===== src/rtl/riscv_pkg.sv =====
// Shared RV32I branch definitions: funct3 encodings, BHT counter reset value
// and the conditional-branch compare used by the resolution path.
package riscv_pkg;

    // Operands are sign-extended to this width before comparing, so one
    // function serves any XLEN up to 64.
    localparam int OPND_W = 64;

    localparam logic [1:0] BR_CTR_RESET = 2'b01;

    typedef enum logic [2:0] {
        BEQ  = 3'b000,
        BNE  = 3'b001,
        BLT  = 3'b100,
        BGE  = 3'b101,
        BLTU = 3'b110,
        BGEU = 3'b111
    } branch_instr;

    function automatic logic branch_legal(input logic [2:0] funct3);
        return (funct3 != 3'b010) && (funct3 != 3'b011);
    endfunction

    // Sign extension preserves both signed and unsigned ordering, so the
    // unsigned compares stay correct on the widened operands.
    function automatic logic branch_taken(input logic [2:0]        funct3,
                                          input logic [OPND_W-1:0] rs1,
                                          input logic [OPND_W-1:0] rs2);
        logic result;
        result = 1'b0;
        case (funct3)
            BEQ:     result = (rs1 == rs2);
            BNE:     result = (rs1 != rs2);
            BLT:     result = ($signed(rs1) <  $signed(rs2));
            BGE:     result = ($signed(rs1) >= $signed(rs2));
            BLTU:    result = (rs1 <  rs2);
            BGEU:    result = (rs1 >= rs2);
            default: result = 1'b0;
        endcase
        return result;
    endfunction

endpackage


===== src/rtl/branch_pred_unit_if.sv =====
// Fetch prediction, execute resolution and performance-counter signals of
// the branch prediction unit; master is the pipeline side, slave the unit.
interface branch_pred_unit_if #(
    parameter int XLEN  = 32,
    parameter int CNT_W = 32
);
    logic [XLEN-1:0]  pred_pc;
    logic             pred_taken;
    logic             res_valid;
    logic [XLEN-1:0]  res_pc;
    logic [2:0]       res_funct3;
    logic [XLEN-1:0]  res_rs1;
    logic [XLEN-1:0]  res_rs2;
    logic [XLEN-1:0]  res_imm;
    logic             res_pred_taken;
    logic             redirect_valid;
    logic [XLEN-1:0]  redirect_pc;
    logic             res_taken;
    logic             res_done;
    logic             illegal_br;
    logic             misalign;
    logic             perf_clr;
    logic [CNT_W-1:0] br_count;
    logic [CNT_W-1:0] mp_count;

    modport master (
        output pred_pc, res_valid, res_pc, res_funct3, res_rs1, res_rs2,
               res_imm, res_pred_taken, perf_clr,
        input  pred_taken, redirect_valid, redirect_pc, res_taken, res_done,
               illegal_br, misalign, br_count, mp_count
    );

    modport slave (
        input  pred_pc, res_valid, res_pc, res_funct3, res_rs1, res_rs2,
               res_imm, res_pred_taken, perf_clr,
        output pred_taken, redirect_valid, redirect_pc, res_taken, res_done,
               illegal_br, misalign, br_count, mp_count
    );
endinterface


===== src/rtl/bht_2bit.sv =====
// Direct-mapped table of 2-bit saturating counters: asynchronous read port
// for fetch, single update port for resolved branches.
module bht_2bit
    import riscv_pkg::*;
#(
    parameter int ENTRIES = 64,
    parameter int IDX_W   = $clog2(ENTRIES)
) (
    input  logic             clk,
    input  logic             rst,
    input  logic [IDX_W-1:0] rd_idx,
    output logic [1:0]       rd_ctr,
    input  logic             upd_en,
    input  logic [IDX_W-1:0] upd_idx,
    input  logic             upd_taken
);

    logic [1:0] ctr_all [ENTRIES];

    genvar gi;
    generate
        for (gi = 0; gi < ENTRIES; gi++) begin : g_entry
            logic [1:0] ctr_reg;

            always_ff @(posedge clk or posedge rst) begin
                if (rst) begin
                    ctr_reg <= BR_CTR_RESET;
                end else if (upd_en && (upd_idx == IDX_W'(gi))) begin
                    if (upd_taken) begin
                        if (ctr_reg != 2'b11) ctr_reg <= ctr_reg + 2'd1;
                    end else begin
                        if (ctr_reg != 2'b00) ctr_reg <= ctr_reg - 2'd1;
                    end
                end
            end

            assign ctr_all[gi] = ctr_reg;
        end
    endgenerate

    // Read sees the pre-update value when fetch and resolve collide.
    assign rd_ctr = ctr_all[rd_idx];

endmodule


===== src/rtl/branch_pred_unit.sv =====
// Conditional-branch resolution with a 2-bit BHT predictor, registered
// redirect on mispredict and saturating branch/mispredict counters.
module branch_pred_unit
    import riscv_pkg::*;
#(
    parameter int XLEN        = 32,
    parameter int BHT_ENTRIES = 64,
    parameter int CNT_W       = 32
) (
    input  logic              clk,
    input  logic              rst,
    branch_pred_unit_if.slave bus
);

    localparam int IDX_W = $clog2(BHT_ENTRIES);

    logic [IDX_W-1:0]  pred_idx;
    logic [IDX_W-1:0]  res_idx;
    logic [1:0]        pred_ctr;
    logic              res_legal;
    logic              legal_valid;
    logic              act_taken;
    logic              mispredict;
    logic [OPND_W-1:0] rs1_ext;
    logic [OPND_W-1:0] rs2_ext;
    logic [XLEN-1:0]   take_tgt;
    logic [XLEN-1:0]   fall_pc;

    logic              redirect_valid_reg;
    logic [XLEN-1:0]   redirect_pc_reg;
    logic              res_taken_reg;
    logic              res_done_reg;
    logic              illegal_br_reg;
    logic              misalign_reg;
    logic [CNT_W-1:0]  br_count_reg;
    logic [CNT_W-1:0]  mp_count_reg;

    assign pred_idx = bus.pred_pc[IDX_W+1:2];
    assign res_idx  = bus.res_pc[IDX_W+1:2];

    bht_2bit #(
        .ENTRIES (BHT_ENTRIES),
        .IDX_W   (IDX_W)
    ) u_bht (
        .clk       (clk),
        .rst       (rst),
        .rd_idx    (pred_idx),
        .rd_ctr    (pred_ctr),
        .upd_en    (legal_valid),
        .upd_idx   (res_idx),
        .upd_taken (act_taken)
    );

    assign bus.pred_taken = pred_ctr[1];

    assign rs1_ext     = OPND_W'($signed(bus.res_rs1));
    assign rs2_ext     = OPND_W'($signed(bus.res_rs2));
    assign res_legal   = branch_legal(bus.res_funct3);
    assign legal_valid = bus.res_valid && res_legal;
    assign act_taken   = res_legal && branch_taken(bus.res_funct3, rs1_ext, rs2_ext);
    assign mispredict  = act_taken != bus.res_pred_taken;
    assign take_tgt    = bus.res_pc + bus.res_imm;
    assign fall_pc     = bus.res_pc + XLEN'(4);

    always_ff @(posedge clk or posedge rst) begin
        if (rst) begin
            redirect_valid_reg <= 1'b0;
            redirect_pc_reg    <= '0;
            res_taken_reg      <= 1'b0;
            res_done_reg       <= 1'b0;
            illegal_br_reg     <= 1'b0;
            misalign_reg       <= 1'b0;
            br_count_reg       <= '0;
            mp_count_reg       <= '0;
        end else begin
            res_done_reg       <= legal_valid;
            redirect_valid_reg <= legal_valid && mispredict;
            illegal_br_reg     <= bus.res_valid && !res_legal;
            misalign_reg       <= legal_valid && act_taken && (take_tgt[1:0] != 2'b00);

            // Outcome and next PC persist until the next legal resolution.
            if (legal_valid) begin
                res_taken_reg   <= act_taken;
                redirect_pc_reg <= act_taken ? take_tgt : fall_pc;
            end

            if (bus.perf_clr) begin
                br_count_reg <= '0;
                mp_count_reg <= '0;
            end else begin
                if (legal_valid && (br_count_reg != '1))
                    br_count_reg <= br_count_reg + CNT_W'(1);
                if (legal_valid && mispredict && (mp_count_reg != '1))
                    mp_count_reg <= mp_count_reg + CNT_W'(1);
            end
        end
    end

    assign bus.redirect_valid = redirect_valid_reg;
    assign bus.redirect_pc    = redirect_pc_reg;
    assign bus.res_taken      = res_taken_reg;
    assign bus.res_done       = res_done_reg;
    assign bus.illegal_br     = illegal_br_reg;
    assign bus.misalign       = misalign_reg;
    assign bus.br_count       = br_count_reg;
    assign bus.mp_count       = mp_count_reg;

endmodule


===== src/flat_wrapper.sv =====
// flat-port wrapper written by rule: the top's interface ports become plain ports
module branch_pred_unit_flat import riscv_pkg::*;
#(
    parameter int XLEN        = 32,
    parameter int BHT_ENTRIES = 64,
    parameter int CNT_W       = 32
)
  (clk, rst, bus_pred_pc, bus_res_valid, bus_res_pc, bus_res_funct3, bus_res_rs1, bus_res_rs2, bus_res_imm, bus_res_pred_taken, bus_perf_clr, bus_pred_taken, bus_redirect_valid, bus_redirect_pc, bus_res_taken, bus_res_done, bus_illegal_br, bus_misalign, bus_br_count, bus_mp_count);
  branch_pred_unit_if #(.XLEN(XLEN), .CNT_W(CNT_W)) bus_i ();
  input  logic clk;
  input  logic rst;
  input wire logic [$bits(bus_i.pred_pc)-1:0] bus_pred_pc;
  input wire logic [$bits(bus_i.res_valid)-1:0] bus_res_valid;
  input wire logic [$bits(bus_i.res_pc)-1:0] bus_res_pc;
  input wire logic [$bits(bus_i.res_funct3)-1:0] bus_res_funct3;
  input wire logic [$bits(bus_i.res_rs1)-1:0] bus_res_rs1;
  input wire logic [$bits(bus_i.res_rs2)-1:0] bus_res_rs2;
  input wire logic [$bits(bus_i.res_imm)-1:0] bus_res_imm;
  input wire logic [$bits(bus_i.res_pred_taken)-1:0] bus_res_pred_taken;
  input wire logic [$bits(bus_i.perf_clr)-1:0] bus_perf_clr;
  output wire logic [$bits(bus_i.pred_taken)-1:0] bus_pred_taken;
  output wire logic [$bits(bus_i.redirect_valid)-1:0] bus_redirect_valid;
  output wire logic [$bits(bus_i.redirect_pc)-1:0] bus_redirect_pc;
  output wire logic [$bits(bus_i.res_taken)-1:0] bus_res_taken;
  output wire logic [$bits(bus_i.res_done)-1:0] bus_res_done;
  output wire logic [$bits(bus_i.illegal_br)-1:0] bus_illegal_br;
  output wire logic [$bits(bus_i.misalign)-1:0] bus_misalign;
  output wire logic [$bits(bus_i.br_count)-1:0] bus_br_count;
  output wire logic [$bits(bus_i.mp_count)-1:0] bus_mp_count;
  assign bus_i.pred_pc = bus_pred_pc;
  assign bus_i.res_valid = bus_res_valid;
  assign bus_i.res_pc = bus_res_pc;
  assign bus_i.res_funct3 = bus_res_funct3;
  assign bus_i.res_rs1 = bus_res_rs1;
  assign bus_i.res_rs2 = bus_res_rs2;
  assign bus_i.res_imm = bus_res_imm;
  assign bus_i.res_pred_taken = bus_res_pred_taken;
  assign bus_i.perf_clr = bus_perf_clr;
  assign bus_pred_taken = bus_i.pred_taken;
  assign bus_redirect_valid = bus_i.redirect_valid;
  assign bus_redirect_pc = bus_i.redirect_pc;
  assign bus_res_taken = bus_i.res_taken;
  assign bus_res_done = bus_i.res_done;
  assign bus_illegal_br = bus_i.illegal_br;
  assign bus_misalign = bus_i.misalign;
  assign bus_br_count = bus_i.br_count;
  assign bus_mp_count = bus_i.mp_count;
  branch_pred_unit #(.XLEN(XLEN), .BHT_ENTRIES(BHT_ENTRIES), .CNT_W(CNT_W)) u_core (.clk(clk), .rst(rst), .bus(bus_i));
endmodule

===== config.mk =====
export PLATFORM = sky130hd
export DESIGN_NAME = branch_pred_unit_flat
export DESIGN_NICKNAME = d
export VERILOG_FILES = /design/src/rtl/riscv_pkg.sv /design/src/rtl/branch_pred_unit_if.sv /design/src/rtl/bht_2bit.sv /design/src/rtl/branch_pred_unit.sv /design/src/flat_wrapper.sv
export SDC_FILE = /design/constraint.sdc
export NUM_CORES = 1
export LEC_CHECK = 0
export CORE_ASPECT_RATIO = 0.6
export CORE_UTILIZATION = 64
export CTS_CLUSTER_SIZE = 16
export DETAILED_ROUTE_END_ITERATION = 10
export DONT_BUFFER_PORTS = 1
export GPL_ROUTABILITY_DRIVEN = 0
export PLACE_DENSITY = 0.77
export SLEW_MARGIN = 5
export SYNTH_ARGS = -nofsm -noshare
export SYNTH_HDL_FRONTEND = slang
export SYNTH_HIERARCHICAL = 1
export SYNTH_SLANG_ARGS = --single-unit

===== constraint.sdc =====
create_clock -name clk -period 4.7 [get_ports clk]
set_input_delay 0.47 -clock clk [delete_from_list [all_inputs] [get_ports clk]]
set_output_delay 0.47 -clock clk [all_outputs]
set_load 0.01 [all_outputs]

---- Word-level counts from Yosys, hierarchy flattened ----
Index checks and enable logic that the tools add are counted.
storage, ports and cells
  bits in writable memories ............... 0
  memories kept ........................... 0
  bits in read-only memories .............. 0
  register bits after elaboration ......... 229
  bits of input ports ..................... 168
  word-level logic and storage cells ...... 885
  output and inout bits ................... 102
  bits in latches ......................... 0
operators by class
  mux-type cells .......................... 201
  bitwise operators ....................... 1
  shift-type cells ........................ 0
  divide/modulo/power cells ............... 0
  add/sub/neg operators ................... 132
  multipliers ............................. 0
  equality and inequality tests ........... 203
  magnitude comparators ................... 5
  reduce and logical (&&, ||, !) cells .... 271
operator list
  operator                                          number
  2-to-1 mux 2 bit                                  194
  nonzero test 2 bit                                131
  inequality test 2 bit, second input constant      128
  == test 6 bit, second input constant              32
  AND reduction 3 bit                               64
  2-to-1 mux 32 bit                                 5
  adder 2 x 1 -> 2 bit, second input constant       64
  subtractor 2 x 1 -> 2 bit, second input constant  64
  == test 6 x 5 -> 1 bit, second input constant     16
  logical AND 1 bit                                 73
  adder 32 x 1 -> 32 bit, second input constant     2
  == test 64 bit                                    1
  >= comparator 64 bit                              1
  less-than comparator 64 bit                       1
  inequality test 32 bit, second input constant     2
  inequality test 64 bit                            1
  == test 6 x 4 -> 1 bit, second input constant     8
  adder 32 x 3 -> 32 bit, second input constant     1
  adder 32 bit                                      1
  >= comparator 32 bit                              1
  less-than comparator 32 bit                       1
  == test 6 x 3 -> 1 bit, second input constant     4
  binary-select mux 2 bit (select 6 bit)            1
  == test 3 bit, second input constant              4
  other kinds (11)                                  13

---- Depth between registers and ports, before layout ----
Gate-level depths: netlist of run 1.
  depth after elaboration ................. 8
  depth in mapped cells ................... 21
  gate-level depth less buffers ........... 19

---- By module ----
Netlist of run 1, hierarchy kept.
by module, submodules not included
  module            times used  cells an instance  area each (um2)  seq. area each (um2)
  bht_2bit          1           929                7,910.1          3,283.1
  branch_pred_unit  1           940                7,857.5          2,527.4

---- Least setup slack after synthesis of run 1 ----
OpenSTA, ideal clock, no wires.
  kind .................................... input -> register
  start point ............................. input bus_res_rs2[9]
  end point ............................... register u_core.u_bht.g_entry[0].ctr_reg[1]
  path buffers ............................ 2
  data arrival time ....................... 4,245 ps
  data required time ...................... 4,581 ps
  stages .................................. 21
  setup time .............................. 119 ps
  slack ................................... 336 ps
  cells stage by stage .................... inv_1 -> ha_1 -> a21o_1 -> a21o_1 -> a21o_1 -> a21o_1 -> a221oi_1 -> o21ai_0 -> a21oi_1 -> o211ai_1 -> a21oi_1 -> fa_1 -> a311oi_1 -> o21ai_0 -> o2111ai_4 -> clkinv_1 -> buf_2 -> buf_2 -> or3_1 -> a21oi_1 -> nor2_1
on the way
  cells in the longest elaborated chain, start to end .. 5
  elaborated cells between the ends (all ways) .. 12
  classes of those cells .................. 4 x order compare; 3 x eq/ne; 2 x mux; 3 x reduce/logical
RTL lines
  what                                                                          RTL line                text
  from (decl)                                                                   flat_wrapper.sv:17      input wire logic [$bits(bus_i.res_rs2)-1:0] bus_res_rs2;
  >= comparator 64 bit, or another cell as far along                            riscv_pkg.sv:37         BGEU: result = (rs1 >= rs2);
  case mux 1 bit (6 select lines) *                                             riscv_pkg.sv:31         case (funct3)
  logical AND 1 bit *                                                           branch_pred_unit.sv:60  assign act_taken = res_legal && branch_taken(bus.res_funct3, rs1_ext, rs2_ext);
  via u_core.act_taken                                                          branch_pred_unit.sv:22  logic act_taken;
  inequality test 2 bit (no source line) or nonzero test 2 bit (tied branches)  --
  AND reduction 3 bit (no source line)                                          --
  to (signal assigned)                                                          bht_2bit.sv:30          if (ctr_reg != 2'b11) ctr_reg <= ctr_reg + 2'd1;
  to (signal assigned)                                                          bht_2bit.sv:32          if (ctr_reg != 2'b00) ctr_reg <= ctr_reg - 2'd1;
  to (decl)                                                                     bht_2bit.sv:23          logic [1:0] ctr_reg;
The timed path passes the listed nets; every way through them passes the cells marked *.
A chain may end at the register's enable or synchronous reset.

---- Worst setup path after layout of run 1 ----
  start point ............................. input bus_res_rs2[9]
  end point ............................... register u_core.u_bht.g_entry[24].ctr_reg[0]
on the way
  cells in the longest elaborated chain, start to end .. 5
  elaborated cells between the ends (all ways) .. 12
  classes of those cells .................. 4 x order compare; 3 x eq/ne; 2 x mux; 3 x reduce/logical
RTL lines
  what                                                                          RTL line
  >= comparator 64 bit, or another cell as far along                            riscv_pkg.sv:37
  case mux 1 bit (6 select lines) *                                             riscv_pkg.sv:31
  logical AND 1 bit *                                                           branch_pred_unit.sv:60
  via u_core.act_taken                                                          branch_pred_unit.sv:22
  inequality test 2 bit (no source line) or nonzero test 2 bit (tied branches)  --
  AND reduction 3 bit (no source line)                                          --
  to (signal assigned)                                                          bht_2bit.sv:30
  to (signal assigned)                                                          bht_2bit.sv:32
  to (decl)                                                                     bht_2bit.sv:23
Marks and branches as above.

==> impl_metrics.json, run 1 <==
{
  "slew_viol_final": 0,
  "crit_path_end_kind": "register",
  "clock_skew_ps": 18.23,
  "grt_use_total_pct": 34.34,
  "comb_power_share_pct": 16.9,
  "slew_headroom_pct": 24.05,
  "grt_pass1_vias": 12650,
  "internal-power_mw": 3.571,
  "ys.warnings.count": 6,
  "p_leak_nw": 6.755,
  "peakVddDrop_mv": 0.2479,
  "status": "completed",
  "area_growth_syn_to_layout_pct": 6.456,
  "final_cell_area_mm2": 0.01624,
  "pwr-share-seq_pct": 45.4,
  "path_cells": "inv_1 > ha_1 > a21o_1 > a21o_1 > a21o_1 > a21o_1 > a221oi_1 > o21ai_0 > a21oi_1 > o211ai_1 > a21oi_1 > fa_1 > nor2b_1 > o21ai_0 > o2111ai_4 > buf_4 > inv_6 > buf_12 > o21ai_0 > mux2i_1",
  "nFillCells": 1866,
  "drt-initial-drc-count": 1736,
  "synth_nets": 2053,
  "cp_num_buf_inv": 4,
  "boundaryPins": 270,
  "antenna_left": 0,
  "worstSetupPathType": "in2reg",
  "swShare_pct": 29.13,
  "clkSinkCount": 229,
  "post-route-min-period_ps": 4289,
  "grt.overflow.total": 0,
  "grt_pass1_wl_um": 66830,
  "cts_setup_buffers": 0,
  "finalHoldViolCount": 0,
  "setup_violations": 0,
  "cts_buffer_depth": 3,
  "hp-class": "in2reg",
  "drt_wl_total_um": 42500,
  "required_ps": 5160,
  "ctsResizeCount": 0,
  "p_switching_mw": 1.468,
  "fin_crit_sh_pct": 91.26,
  "largest_reg_flops": 128,
  "clock_latency_ps": 540,
  "dr.pass1.iters": 6,
  "io_buffers": 0,
  "start_kind": "input port",
  "numCtsBuffers": 23,
  "clock_power_share_pct": 37.7,
  "maxCapViolCount": 0,
  "die_h_um": 121.6,
  "via_count": 13650,
  "placed_area_mm2": 0.01544,
  "crit_fanout": 62,
  "max_stage_delay_ps": 440,
  "multi_input_area_mm2": 0.008612,
  "root_buffer": "clkbuf_16",
  "nets": 2015,
  "grt_max_degree": 69,
  "wire_per_inst_um": 20.12,
  "coreArea_mm2": 0.02324,
  "dieArea_mm2": 0.02447,
  "final_layout_size_suffix_gt1_share_pct": 8.519,
  "syn_inst": 1817,
  "clk_pin_slew_worst_paths_ps": 60,
  "num_rows": 43,
  "p_per_area_mw_per_mm2": 310.3,
  "start_util_pct": 65.63,
  "worst_pin_slew_ps": 1138,
  "worst_path_most_repeated_cell": "a21o_1",
  "drc": 0,
  "chipWidth_um": 201.3,
  "finalPower_mw": 5.039,
  "fmax_ghz": 0.2331,
  "syn_area_mm2": 0.01525,
  "layout.area.seq_mm2": 0.005811,
  "crit_arrival_ps": 4750,
  "viasPerCell": 6.464,
  "h-tree-depth": 1,
  "rsz0062_at_grt": "false",
  "hpwlAfterDp_um": 30270,
  "critPathSlowestCell": "fa_1",
  "grt_antenna_before_repair": 1,
  "synth_area_per_cell_um2": 8.395,
  "cts_tree": "built",
  "crit_family": "compound AO/OA/AOI/OAI gates"
}
-- what timing repair did --
| item | CTS | global route |
|---|---|---|
| endpoints found under the hold margin | 147 | 0 |
| endpoints found under the setup margin | 0 | 0 |
| hold buffers | 3 | 0 |
-- through the flow --
stage	util [%]	setup WS, ps	TNS, ps	std cells	hold slack (ps)
2_1_floorplan	-	335.9	0	1817	478.1
3_3_place_gp	66.41	104.4	0	2066	484.3
3_5_place_dp	66.41	-23.65	-108.3	2066	489.3
4_1_cts	69.85	514.7	0	2111	22.53
5_1_grt	69.85	63.01	0	2111	27.04
6_report	69.86	410.9	0	2112	34.95
-- power by group through the flow --
stage                     Combinational, mW  Sequential, mW  Clock (mW)
after global routing                  0.944            2.30        2.00
after detailed placement              0.820            2.32           0
after global placement                0.791            2.32           0
after floorplan                       0.677            2.29           0
final                                 0.850            2.29        1.90
after CTS                             0.836            2.29        1.92
-- path summary, 6_finish.rpt --
path,end,cells past startpoint,slack [ps],start
hold reg to reg,u_core/u_bht/g_entry[19].ctr_reg[0]$_DFFE_PP1P_,2,500,u_core/u_bht/g_entry[19].ctr_reg[0]$_DFFE_PP1P_
min in group asynchronous,u_core/u_bht/g_entry[8].ctr_reg[1]$_DFFE_PP0P_,2,620,rst
setup reg to reg,u_core/bus.br_count[17]$_DFFE_PP0P_,9,1820,u_core/bus.br_count[20]$_DFFE_PP0P_
max in group asynchronous,u_core/bus.redirect_pc[16]$_DFFE_PP0P_,3,2970,rst
hold / removal,u_core/bus.illegal_br$_DFF_PP0_,2,30,bus_res_valid
setup / recovery,u_core/u_bht/g_entry[24].ctr_reg[0]$_DFFE_PP1P_,20,410,bus_res_rs2[9]
-- layout make-up --
type,count,share of cell area (%)
multi-input combinational,1390,53.04
inverter,115,2.720
antenna,1,0.01541
sequential,229,35.78
tap,315,2.427
clock buffer,30,3.953
timing repair buffer,20,1.341
clock inverter,12,0.7243
-- per-layer routing --
metal | part of all wire (%) | track usage (%) | vias up
met5 | 0 | 0 | -
met4 | 2.4 | 9.706 | 0
met3 | 11 | 9.256 | 83
met2 | 43 | 52.08 | 702
met1 | 43 | 48.56 | 6574
li1 | - | - | 6293
-- cell usage in the layout (no fill, tap or decap), drive strengths merged, types with 5 or more instances in the layout --
master    n
dfstp    64
o211ai    7
a21o     23
clkbuf   30
and3     16
o21ai   259
mux4      8
nand4    27
buf      18
xnor2    57
ha       66
nor2b    22
nor2    174
xor2     45
nor3     26
nand2b   12
nor4     15
a211oi    8
dfrtp   165
clkinv    8
nor3b     7
nand3    65
a21oi   199
or3      13
and4      5
a22oi     5
inv     117
o21a      7
nand2   177
mux2i    87
(Power assumes the default switching activity.)
==> inputs of run 2 (changes only) <==
- ABC_AREA: default -> 1
==> impl_metrics.json, run 2 <==
{
  "start_kind": "input port",
  "clock_latency_ps": 530,
  "slew_viol_final": 0,
  "grt_antenna_before_repair": 0,
  "use_met1_pct": 53.03,
  "cts_tree": "built",
  "worst_pin_slew_ps": 1254,
  "clkSinkCount": 229,
  "antenna_left": 0,
  "layout_common_cells": "nand2_1 (623), nor2_1 (290), inv_1 (276)",
  "required_ps": 5160,
  "grt_max_degree": 81,
  "post-route-min-period_ps": 3459,
  "clock_skew_ps": 19.40,
  "start_util_pct": 65.63,
  "grtUsageMet3_pct": 14.04,
  "p_per_area_mw_per_mm2": 295.7,
  "final_common_cell": "nand2_1",
  "worstSetupPathType": "in2reg",
  "root_buffer": "clkbuf_16",
  "num_rows": 45,
  "fin_crit_sh_pct": 73.59,
  "io_buffers": 0,
  "drc": 0,
  "top_usage_layer": "met1",
  "coreArea_mm2": 0.02551,
  "fin_ws_ps": 1241,
  "die_h_um": 127.3,
  "wire_per_inst_um": 18.23,
  "grt_pass1_wl_um": 78940,
  "preCtsSetupSlack_ps": 740.2,
  "synth_area_per_cell_um2": 6.849,
  "boundaryPins": 270,
  "num_antenna_cells": 0,
  "finalPower_mw": 5.199,
  "syn_inst": 2444,
  "syn_area_mm2": 0.01674,
  "cts_buffer_depth": 3,
  "clk_pin_slew_worst_paths_ps": 60,
  "crit_path_end_kind": "register",
  "grt_pass1_vias": 14940,
  "grt_use_met2_pct": 53.00,
  "hpwlAfterDp_um": 38010,
  "grt.overflow.total": 0,
  "largest_reg_flops": 128,
  "maxCapViolCount": 0,
  "final_layout_size_suffix_gt1_share_pct": 7.246,
  "area_growth_syn_to_layout_pct": 5.046,
  "chipWidth_um": 210.8,
  "peakVddDrop_mv": 0.2226,
  "numCtsBuffers": 23,
  "dieArea_mm2": 0.02683,
  "drt-initial-drc-count": 2256,
  "nets": 2635,
  "crit_arrival_ps": 3920,
  "fmax_ghz": 0.2891,
  "setup_violations": 0,
  "cts_setup_buffers": 0,
  "fin_setup_tns_ps": 0,
  "placed_area_mm2": 0.01687,
  "status": "completed",
  "slew_headroom_pct": 16.38,
  "synth_nets": 2680,
  "hp-class": "in2reg",
  "final_cell_area_mm2": 0.01758,
  "crit_fanout": 64,
  "via_count": 16700,
  "h-tree-depth": 1,
  "finalHoldViolCount": 0,
  "viasPerCell": 6.036,
  "grt_use_total_pct": 37.20,
  "ys.warnings.count": 6,
  "rsz0062_at_grt": "false",
  "p_leak_nw": 8.174,
  "drt_wl_total_um": 50440,
  "dr.pass1.iters": 9
}
run 2: power by group:
part           total, mW  switching [mW]  internal (mW)
sequential          2.41           0.188           2.23
clock               1.73           0.776          0.953
combinational       1.06           0.726          0.329
total               5.20            1.69           3.51
run 2: worst paths after layout:
| check | slack (ps) | cells past startpoint | startpoint | end |
|---|---|---|---|---|
| setup / recovery | 1240 | 17 | bus_res_rs2[17] | u_core/u_bht/g_entry[63].ctr_reg[0]$_DFFE_PP1P_ |
| hold / removal | 30 | 1 | bus_perf_clr | u_core/bus.br_count[13]$_DFFE_PP0P_ |
| setup reg to reg | 1850 | 11 | u_core/bus.br_count[0]$_DFFE_PP0P_ | u_core/bus.br_count[22]$_DFFE_PP0P_ |
| hold reg to reg | 460 | 2 | u_core/u_bht/g_entry[36].ctr_reg[0]$_DFFE_PP1P_ | u_core/u_bht/g_entry[36].ctr_reg[0]$_DFFE_PP1P_ |
| max in group asynchronous | 3140 | 3 | rst | u_core/u_bht/g_entry[30].ctr_reg[0]$_DFFE_PP1P_ |
| min in group asynchronous | 50 | 1 | rst | u_core/bus.redirect_pc[7]$_DFFE_PP0P_ |
run 2: area by class of cell:
cell class | instances | area (µm²)
clock inverter | 8 | 46.29
clock buffer | 33 | 643.1
tap | 352 | 440.4
inverter | 294 | 1109
multi-input combinational | 1836 | 9404
sequential | 229 | 5811
fill | 2175 | 7923
timing repair buffer | 15 | 130.1
run 2: critical path, stage by stage:
cell     delay, ps
inv_1           20
ha_1           310
a21oi_1        160
o21ai_0         90
a21o_1         150
a21oi_1        120
o21a_1         120
o21ai_0         70
nor2_1         120
fa_1           460
nor3_1         260
a21oi_1        120
nand2_4        350
buf_4          560
o21ai_0        220
a22o_1         210
inv_1           50
run 2: through the flow:
stage          hold WS, ps  utilization (%)  instances
2_1_floorplan        440.4                -       2444
5_1_grt              18.10            68.94       2767
3_5_place_dp         452.8            66.16       2724
3_3_place_gp         447.3            66.16       2724
6_report             30.47            68.94       2767
4_1_cts              12.55            68.94       2767
run 2: per-layer routing:
metal | part of all wire (%) | up-vias
li1 | - | 7892
met1 | 43 | 7753
met2 | 41 | 948
met3 | 14 | 108
met4 | 2.2 | 0
met5 | 0 | -
run 2: timing repair:
| item | 4_1_cts | 5_1_grt |
|---|---|---|
| resized for setup | 0 | 0 |
| hold buffers | 2 | 0 |
| hold endpoints to repair | 33 | 0 |
